`src/rtl/vga_pkg.sv`:
```
// Shared 640x480@60 raster constants and types for the VGA display path.
// Modules take these as parameter defaults so reduced rasters can be built.
package vga_pkg;
   localparam int H_VISIBLE   = 640;
   localparam int H_FP        = 16;
   localparam int H_SYNC      = 96;
   localparam int H_BP        = 48;
   localparam int V_VISIBLE   = 480;
   localparam int V_FP        = 10;
   localparam int V_SYNC      = 2;
   localparam int V_BP        = 33;
   localparam int ANIM_DIV    = 6;
   localparam int ANIM_FRAMES = 4;

   localparam int H_TOTAL      = H_VISIBLE + H_FP + H_SYNC + H_BP;
   localparam int V_TOTAL      = V_VISIBLE + V_FP + V_SYNC + V_BP;
   localparam int H_SYNC_START = H_VISIBLE + H_FP;
   localparam int H_SYNC_END   = H_SYNC_START + H_SYNC;
   localparam int V_SYNC_START = V_VISIBLE + V_FP;
   localparam int V_SYNC_END   = V_SYNC_START + V_SYNC;

   typedef logic [9:0] coord_t;
   typedef logic [3:0] anim_t;
endpackage

```
`src/rtl/vga_anim_counter.sv`:
```
// Frame-rate animation index: advances once every ANIM_DIV frame_end pulses,
// wrapping at ANIM_FRAMES (a power of two, so the wrap is a mask).
module vga_anim_counter #(
   parameter int ANIM_DIV    = vga_pkg::ANIM_DIV,
   parameter int ANIM_FRAMES = vga_pkg::ANIM_FRAMES
) (
   input  logic       vga_clk,
   input  logic       reset,
   input  logic       frame_end,
   output logic [3:0] anim_frame
);
   import vga_pkg::*;

   localparam int    DIV_W      = (ANIM_DIV > 1) ? $clog2(ANIM_DIV) : 1;
   localparam anim_t FRAME_MASK = anim_t'(ANIM_FRAMES - 1);

   logic [DIV_W-1:0] div_cnt_q, div_cnt_d;
   anim_t            anim_q, anim_d;

   always_comb begin
      div_cnt_d = div_cnt_q;
      anim_d    = anim_q;
      if (frame_end) begin
         if (div_cnt_q == DIV_W'(ANIM_DIV - 1)) begin
            div_cnt_d = '0;
            anim_d    = (anim_q + anim_t'(1)) & FRAME_MASK;
         end else begin
            div_cnt_d = div_cnt_q + DIV_W'(1);
         end
      end
   end

   always_ff @(posedge vga_clk) begin
      if (reset) begin
         div_cnt_q <= '0;
         anim_q    <= '0;
      end else begin
         div_cnt_q <= div_cnt_d;
         anim_q    <= anim_d;
      end
   end

   assign anim_frame = anim_q;
endmodule

```
`src/rtl/vga_timing_gen.sv`:
```
// VGA raster generator: free-running pixel/line counters, visible-area decode,
// one-cycle-delayed active-low syncs, frame-end pulse and animation index.
module vga_timing_gen #(
   parameter int H_VISIBLE   = vga_pkg::H_VISIBLE,
   parameter int H_FP        = vga_pkg::H_FP,
   parameter int H_SYNC      = vga_pkg::H_SYNC,
   parameter int H_BP        = vga_pkg::H_BP,
   parameter int V_VISIBLE   = vga_pkg::V_VISIBLE,
   parameter int V_FP        = vga_pkg::V_FP,
   parameter int V_SYNC      = vga_pkg::V_SYNC,
   parameter int V_BP        = vga_pkg::V_BP,
   parameter int ANIM_DIV    = vga_pkg::ANIM_DIV,
   parameter int ANIM_FRAMES = vga_pkg::ANIM_FRAMES
) (
   input  logic       vga_clk,
   input  logic       reset,
   output logic [9:0] DrawX,
   output logic [9:0] DrawY,
   output logic       blank,
   output logic       hs,
   output logic       vs,
   output logic       frame_end,
   output logic [3:0] anim_frame
);
   import vga_pkg::*;

   localparam int H_LAST   = H_VISIBLE + H_FP + H_SYNC + H_BP - 1;
   localparam int V_LAST   = V_VISIBLE + V_FP + V_SYNC + V_BP - 1;
   localparam int HS_START = H_VISIBLE + H_FP;
   localparam int HS_END   = HS_START + H_SYNC;
   localparam int VS_START = V_VISIBLE + V_FP;
   localparam int VS_END   = VS_START + V_SYNC;

   coord_t hc_q, hc_d, vc_q, vc_d;
   logic   hs_q, hs_d, vs_q, vs_d;
   logic   h_wrap, v_last;

   always_comb begin
      h_wrap = (hc_q == coord_t'(H_LAST));
      v_last = (vc_q == coord_t'(V_LAST));
      hc_d   = h_wrap ? '0 : hc_q + coord_t'(1);
      vc_d   = vc_q;
      if (h_wrap) begin
         vc_d = v_last ? '0 : vc_q + coord_t'(1);
      end
      hs_d = !((hc_q >= coord_t'(HS_START)) && (hc_q < coord_t'(HS_END)));
      vs_d = !((vc_q >= coord_t'(VS_START)) && (vc_q < coord_t'(VS_END)));
   end

   always_ff @(posedge vga_clk) begin
      if (reset) begin
         hc_q <= '0;
         vc_q <= '0;
         hs_q <= 1'b1;
         vs_q <= 1'b1;
      end else begin
         hc_q <= hc_d;
         vc_q <= vc_d;
         hs_q <= hs_d;
         vs_q <= vs_d;
      end
   end

   // Masked during reset so a reset landing on the last pixel cannot advance animation.
   assign frame_end = h_wrap && v_last && !reset;
   assign DrawX     = hc_q;
   assign DrawY     = vc_q;
   assign blank     = (hc_q < coord_t'(H_VISIBLE)) && (vc_q < coord_t'(V_VISIBLE));
   assign hs        = hs_q;
   assign vs        = vs_q;

   vga_anim_counter #(
      .ANIM_DIV    (ANIM_DIV),
      .ANIM_FRAMES (ANIM_FRAMES)
   ) u_anim (
      .vga_clk    (vga_clk),
      .reset      (reset),
      .frame_end  (frame_end),
      .anim_frame (anim_frame)
   );
endmodule

```
`config.mk`:
```
export PLATFORM = sky130hd
export DESIGN_NAME = vga_timing_gen
export DESIGN_NICKNAME = d
export VERILOG_FILES = /design/src/rtl/vga_pkg.sv /design/src/rtl/vga_anim_counter.sv /design/src/rtl/vga_timing_gen.sv
export SDC_FILE = /design/constraint.sdc
export NUM_CORES = 1
export LEC_CHECK = 0
export ABC_AREA = 1
export BUFFER_PORTS_ARGS = -buffer_cell sky130_fd_sc_hd__buf_2
export CAP_MARGIN = 40
export CORE_ASPECT_RATIO = 1.5
export CORE_UTILIZATION = 49
export CTS_CLUSTER_DIAMETER = 40
export DETAILED_ROUTE_END_ITERATION = 7
export HOLD_SLACK_MARGIN = 0.12
export PLACE_DENSITY_LB_ADDON = 0.05
export SETUP_SLACK_MARGIN = 0.15
export SLEW_MARGIN = 20
export SYNTH_ARGS = -nofsm -noshare
export SYNTH_HDL_FRONTEND = slang
export SYNTH_SLANG_ARGS = --single-unit
```
`constraint.sdc`:
```
create_clock -name vga_clk -period 1.3 [get_ports vga_clk]
set_input_delay 0.065 -clock vga_clk [delete_from_list [all_inputs] [get_ports vga_clk]]
set_output_delay 0.065 -clock vga_clk [all_outputs]
set_load 0.02 [all_outputs]
```
# Word-level counts from Yosys, hierarchy flattened
# Index checks and enable logic that the tools add are counted.
word_totals:
  register_bits: 27
  in_bits: 2
  output_inout_bits: 28
  word_cells: 31
classes:
  add_sub_neg: 4
  magnitude_cmp: 6
  n_eq_ne: 3
  muxes: 2
  reduce_logical: 10
ops:
  columns: ["cell", "n"]
  rows:
  - ["adder 10 x 1 -> 10 bit, second input constant", 2]
  - ["equality test 10 bit, second input constant", 2]
  - ["less-than comparator 10 bit, second input constant", 2]
  - ["less-than comparator 10 x 9 -> 1 bit, second input constant", 2]
  - [">= comparator 10 bit, second input constant", 1]
  - [">= comparator 10 x 9 -> 1 bit, second input constant", 1]
  - ["2-to-1 mux 10 bit", 1]
  - ["logical AND 1 bit", 5]
  - ["adder 3 x 1 -> 3 bit, second input constant", 1]
  - ["equality test 3 bit, second input constant", 1]
  - ["logical NOT 1 bit", 3]
  - ["2-to-1 mux 3 bit", 1]
  - ["adder 2 x 1 -> 2 bit, second input constant", 1]
  - ["AND reduction 2 bit", 1]
  - ["OR reduction 2 bit", 1]

# Longest topological paths before layout
depth:
  word_depth: 4
  ltp_mapped: 11
  depth_no_buf: 11

# Modules after synthesis
# Synthesis repeated with hierarchy kept, for this count alone.
unflattened:
  hier_cells: 214
  area_unflattened_um2: 1452.6
modules_own_cells:
  columns: ["module", "instances", "cells_per_inst", "area_each_um2", "seq_area_each_um2"]
  rows:
  - ["vga_timing_gen", 1, 179, 1212.4, 440.4]
  - ["vga_anim_counter", 1, 35, 240.2, 100.1]

# Worst setup path after synthesis
# Ideal clock, no wire load.
synth_path:
  path_type: "flip-flop to flip-flop"
  startpoint: "reg hc_q[0], in the netlist DrawX[0]"
  endpoint: "reg u_anim.anim_q[1], in the netlist u_anim.anim_frame[1]"
  setup_ps: 114
  t_arrival_ps: 1412
  required_ps: 1186
  setup_slack_ps: -226
  path_stages_with_launch: 9
  n_path_buf: 0
  period_less_slack_ps: 1526
  cell_sequence: "dfxtp_1 ha_1 nand2_1 nor2_4 nand3_1 nor2_1 nand4_1 nand2_1 nor2_1"
synth_between:
  elab_chain_len: 4
synth_rtl:
  columns: ["item", "line_no", "text"]
  rows:
  - ["start: declaration", "vga_timing_gen.sv:34", "coord_t hc_q, hc_d, vc_q, vc_d;"]
  - ["start signal: assignment", "vga_timing_gen.sv:52", "hc_q <= '0;"]
  - ["start signal: assignment", "vga_timing_gen.sv:57", "hc_q <= hc_d;"]
  - ["equality test 10 bit", "vga_timing_gen.sv:39", "h_wrap = (hc_q == coord_t'(H_LAST));"]
  - ["logical AND 1 bit (2 in a row)", "vga_timing_gen.sv:65", "assign frame_end = h_wrap && v_last && !reset;"]
  - ["AND reduction 2 bit (no source line)", null, null]
  - ["end signal: assignment", "vga_anim_counter.sv:39", "anim_q <= anim_d;"]
  - ["end: declaration", "vga_anim_counter.sv:18", "anim_t anim_q, anim_d;"]
# No other way between the ends.
# A chain may end at the register's enable or synchronous reset.

# Worst setup path in the final report
layout_path:
  startpoint: "reg vc_q[0], in the netlist DrawY[0]"
  endpoint: "reg u_anim.anim_q[1], in the netlist u_anim.anim_frame[1]"
layout_between:
  elab_chain_len: 4
layout_rtl:
  columns: ["item", "line_no", "text"]
  rows:
  - ["start: declaration", "vga_timing_gen.sv:34", null]
  - ["start signal: assignment", "vga_timing_gen.sv:58", "vc_q <= vc_d;"]
  - ["equality test 10 bit", "vga_timing_gen.sv:40", "v_last = (vc_q == coord_t'(V_LAST));"]
  - ["logical AND 1 bit (2 in a row)", "vga_timing_gen.sv:65", null]
  - ["AND reduction 2 bit (no source line)", null, null]
# No other way between the ends.

==> impl_metrics.py <==
metrics = {
    "placed_design": {
        "pre_cts_ws_ns": -0.09569,
        "hpwl_mm": 2.804,
        "io_buffers": 27,
        "place_congestion": 0.8317,
        "post-place-cells": 301,
    },
    "power_and_ir_drop": {
        "powerDensity_nw_per_um2": 584.8,
        "p_leak_nw": 1.159,
        "clkPwrFrac_pct": 34.3,
        "power.internal_w": 0.001093,
        "p_switching_w": 0.0003607,
        "ir_worst_vdd_v": 0.0009188,
        "power_frac_seq_pct": 57.7,
        "swShare_pct": 24.81,
        "combPwrFrac_pct": 8.0,
    },
    "worst_setup_path": {
        "crit_arrival_ns": 1.84,
        "required_ns": 1.51,
        "criticalPathCategory": "reg -> reg",
        "critPathMaxFanout": 2,
        "end_kind": "register",
        "crit_path_start_kind": "register",
        "rr_startpoint": "DrawY[0]",
        "timing.critical_path.from": "DrawY[0]",
    },
    "synth": {
        "synthMuxAreaShare_pct": 0,
        "synth-seq-cells": 27,
        "synth_cell_types": 33,
        "synthAdderAreaFrac_pct": 4.143,
        "synth_cells": 215,
        "synth_top_family_by_area": "simple AND/OR/NAND/NOR gates",
        "synth_xor_area_share_pct": 0.5800,
        "yosysWarnings": 0,
        "synth_compound_gate_area_share_pct": 10.60,
        "synth-simple-area-share_pct": 38.44,
        "syn_area_um2": 1510,
        "avgSynthCellArea_um2": 7.024,
        "yosysSeqAreaShare_pct": 35.79,
    },
    "sta": {
        "slew_viol_final": 0,
        "setup_viol": 25,
        "setup_slack_ns": -0.3282,
        "rsz0062_at_grt": "true",
        "fin_crit_sh_pct": 125.2,
        "holdWs_ns": 0.1403,
        "tns_ns": -3.603,
        "finalHoldViolations": 0,
        "worstMarginPinSlew_ns": 0.5881,
        "fmax_ghz": 0.6142,
        "slew_headroom_pct": 60.75,
        "min_period_ns": 1.628,
        "fin_skew_ns": 0.005150,
    },
    "die": {
        "die_w_um": 47.33,
        "fp.dieH_um": 69.99,
        "core_region_area_um2": 2913,
        "ioPinCount": 30,
        "fp-row-count": 24,
        "dieArea_um2": 3313,
        "initial_core_util_pct": 51.85,
    },
    "run_status": {
        "status": "finished, violations left",
        "violations": "negative setup slack",
    },
    "clock_tree": {
        "clock_sinks": 27,
        "cts_tree": "built",
        "clock_tree.buffer_depth": 2,
        "insertion_delay_ns": 0.28,
        "cts_root_buf": "clkbuf_8",
        "clkTransAtPathRegs_ns": 0.10,
        "cts_htree_levels": 1,
        "numCtsBuffers": 3,
    },
    "grt": {
        "grt_pass1_vias": 1554,
        "overflow": 0,
        "grt_max_degree": 15,
        "antenna_found_initial": 0,
        "track_usage_pct": 27.49,
        "grt_pass1_wl_mm": 6.768,
    },
    "drt": {
        "post_drt_wl_per_cell_um": 15.48,
        "drt-total-wl_mm": 5.109,
        "via_count": 1751,
        "drt_iter0_drc": 54,
        "via_per_inst": 5.306,
        "antenna_left": 0,
        "drc_errors": 0,
        "drtPass1Iterations": 4,
    },
    "cells_and_area": {
        "diodes": 0,
        "layoutNonFillerInstCount": 330,
        "final_nets": 299,
        "drive_gt1_share_pct": 56.01,
        "area_growth_pct": 64.62,
    },
    "job": {
        "maxCapViolCount": 0,
    },
    "worst_hold_path": {
        "hp-start": "reset",
        "hp-class": "in -> reg",
    },
}
-- layout make-up --
type	count	area, µm²
Inverter	34	141.4
Multi-Input combinational cell	153	1117
Sequential cell	27	574.3
Fill cell	169	426.7
Tap cell	39	48.80
Clock buffer	4	45.04
Timing Repair Buffer	73	559.3
-- sequential cells by signal, summed over array words and instances (netlist names) --
register           count
DrawX                 10
DrawY                 10
u_anim.div_cnt_q       3
u_anim.anim_frame      2
hs                     1
vs                     1
-- what timing repair did --
item / in CTS / in global routing
endpoints found under the hold margin: 2 / 0
setup endpoints to repair: 28 / 29
gates resized for setup: 49 / 40
buffers inserted: 17 / 5
gates cloned: 1 / 0
hold buffers: 2 / 0
pin swaps: 19 / 16
-- placed cells by master, fill, tap and decap left out, drive strengths merged --
| cell type | instances |
|---|---|
| nor3b | 3 |
| dfxtp | 27 |
| xor2 | 1 |
| nor4 | 1 |
| o21a | 1 |
| buf | 71 |
| clkbuf | 4 |
| conb | 2 |
| nor2 | 46 |
| o21bai | 2 |
| a21oi | 13 |
| nand2 | 43 |
| nand3b | 2 |
| clkinv | 1 |
| a211oi | 2 |
| inv | 33 |
| nand3 | 12 |
| nor3 | 3 |
| or2 | 1 |
| dlygate4sd3 | 2 |
| a31oi | 1 |
| o21ai | 7 |
| o2111ai | 1 |
| ha | 5 |
| nand4 | 7 |
-- cell families (layout without fill, tap and decap cells) --
| family | Yosys count | count (layout) |
|---|---|---|
| adder cells (fa/ha/maj) | 5 | 5 |
| flip-flops | 27 | 27 |
| XOR/XNOR | 1 | 1 |
| other | 1 | 2 |
| buffers and inverters | 37 | 111 |
| AO/OA/AOI/OAI | 27 | 27 |
| AND/OR/NAND/NOR | 117 | 118 |
-- critical path: stages, from the launching register on --
cell and delay (ns):
dfxtp_4 0.37, inv_4 0.06, ha_4 0.13, nand2_2 0.05, nor2_2 0.09, inv_1 0.06
nor2_2 0.15, buf_4 0.13, buf_6 0.09, buf_6 0.08, nand4_1 0.10, nand2_1 0.11
nand2_1 0.05, nor2_1 0.09
-- cell usage after synthesis --
library cell  count  area [µm²]
nand2_4           1       11.26
nor2_1           38       142.6
dfxtp_1          27       540.5
nand4_1           6       37.54
clkinv_2          1       5.000
o21ai_0           4       20.02
nand3b_1          2       15.01
buf_4             3       22.52
inv_4             1       6.260
o21ai_1           1       5.000
nand2_2           4       25.02
nor2_4            4       45.04
ha_1              5       62.56
a21oi_1          13       65.06
o21bai_1          2       15.01
inv_1            32       120.1
nand4_2           1       12.51
o2111ai_1         1       8.760
nor2_2            4       25.02
nor3b_2           1       12.51
nor4_1            1       6.260
xor2_1            1       8.760
a211oi_1          2       15.01
nand3_4           1       17.52
o21a_1            1       7.510
nor3_1            3       15.01
conb_1            1       3.750
a31oi_1           1       6.260
nor3b_1           2       15.01
nand3_1          11       55.05
nand2_1          37       138.9
o21ai_2           2       17.52
or2_0             1       6.260
-- power by group through the flow --
| stage | Combinational [W] | Clock (W) | Sequential [W] |
|---|---|---|---|
| after detailed placement | 0.0000750 | 0 | 0.000859 |
| after floorplan | 0.0000472 | 0 | 0.000869 |
| after global placement | 0.0000716 | 0 | 0.000859 |
| after CTS | 0.0000992 | 0.000495 | 0.000839 |
| final | 0.000116 | 0.000499 | 0.000839 |
| after global routing | 0.000124 | 0.000525 | 0.000840 |
-- metal layers --
layer / vias up / track usage (%) / share of wire [%]
li1: 842 / - / -
met1: 833 / 33.71 / 38
met2: 56 / 46.42 / 54
met3: 20 / 3.876 / 3.7
met4: 0 / 9.206 / 4.0
met5: - / 0 / 0
-- worst paths after layout --
check                           cells after the start  slack [ns]                    to
worst max register to register                     13       -0.33  u_anim.anim_frame[1]
worst min register to register                      2        0.51  u_anim.anim_frame[0]
worst max-delay path                               13       -0.33  u_anim.anim_frame[1]
worst min-delay path                                3        0.14                    hs
-- per-stage QoR --
step / power (W) / utilization, % / cell area (µm²)
floorplan: 0.0009165 / - / 1599
global placement: 0.0009306 / 66.11 / 1926
detailed placement: 0.0009342 / 66.11 / 1926
CTS: 0.001433 / 78.87 / 2297
global route: 0.001489 / 85.35 / 2486
finish: 0.001454 / 85.35 / 2486
(Power assumes the default switching activity.)
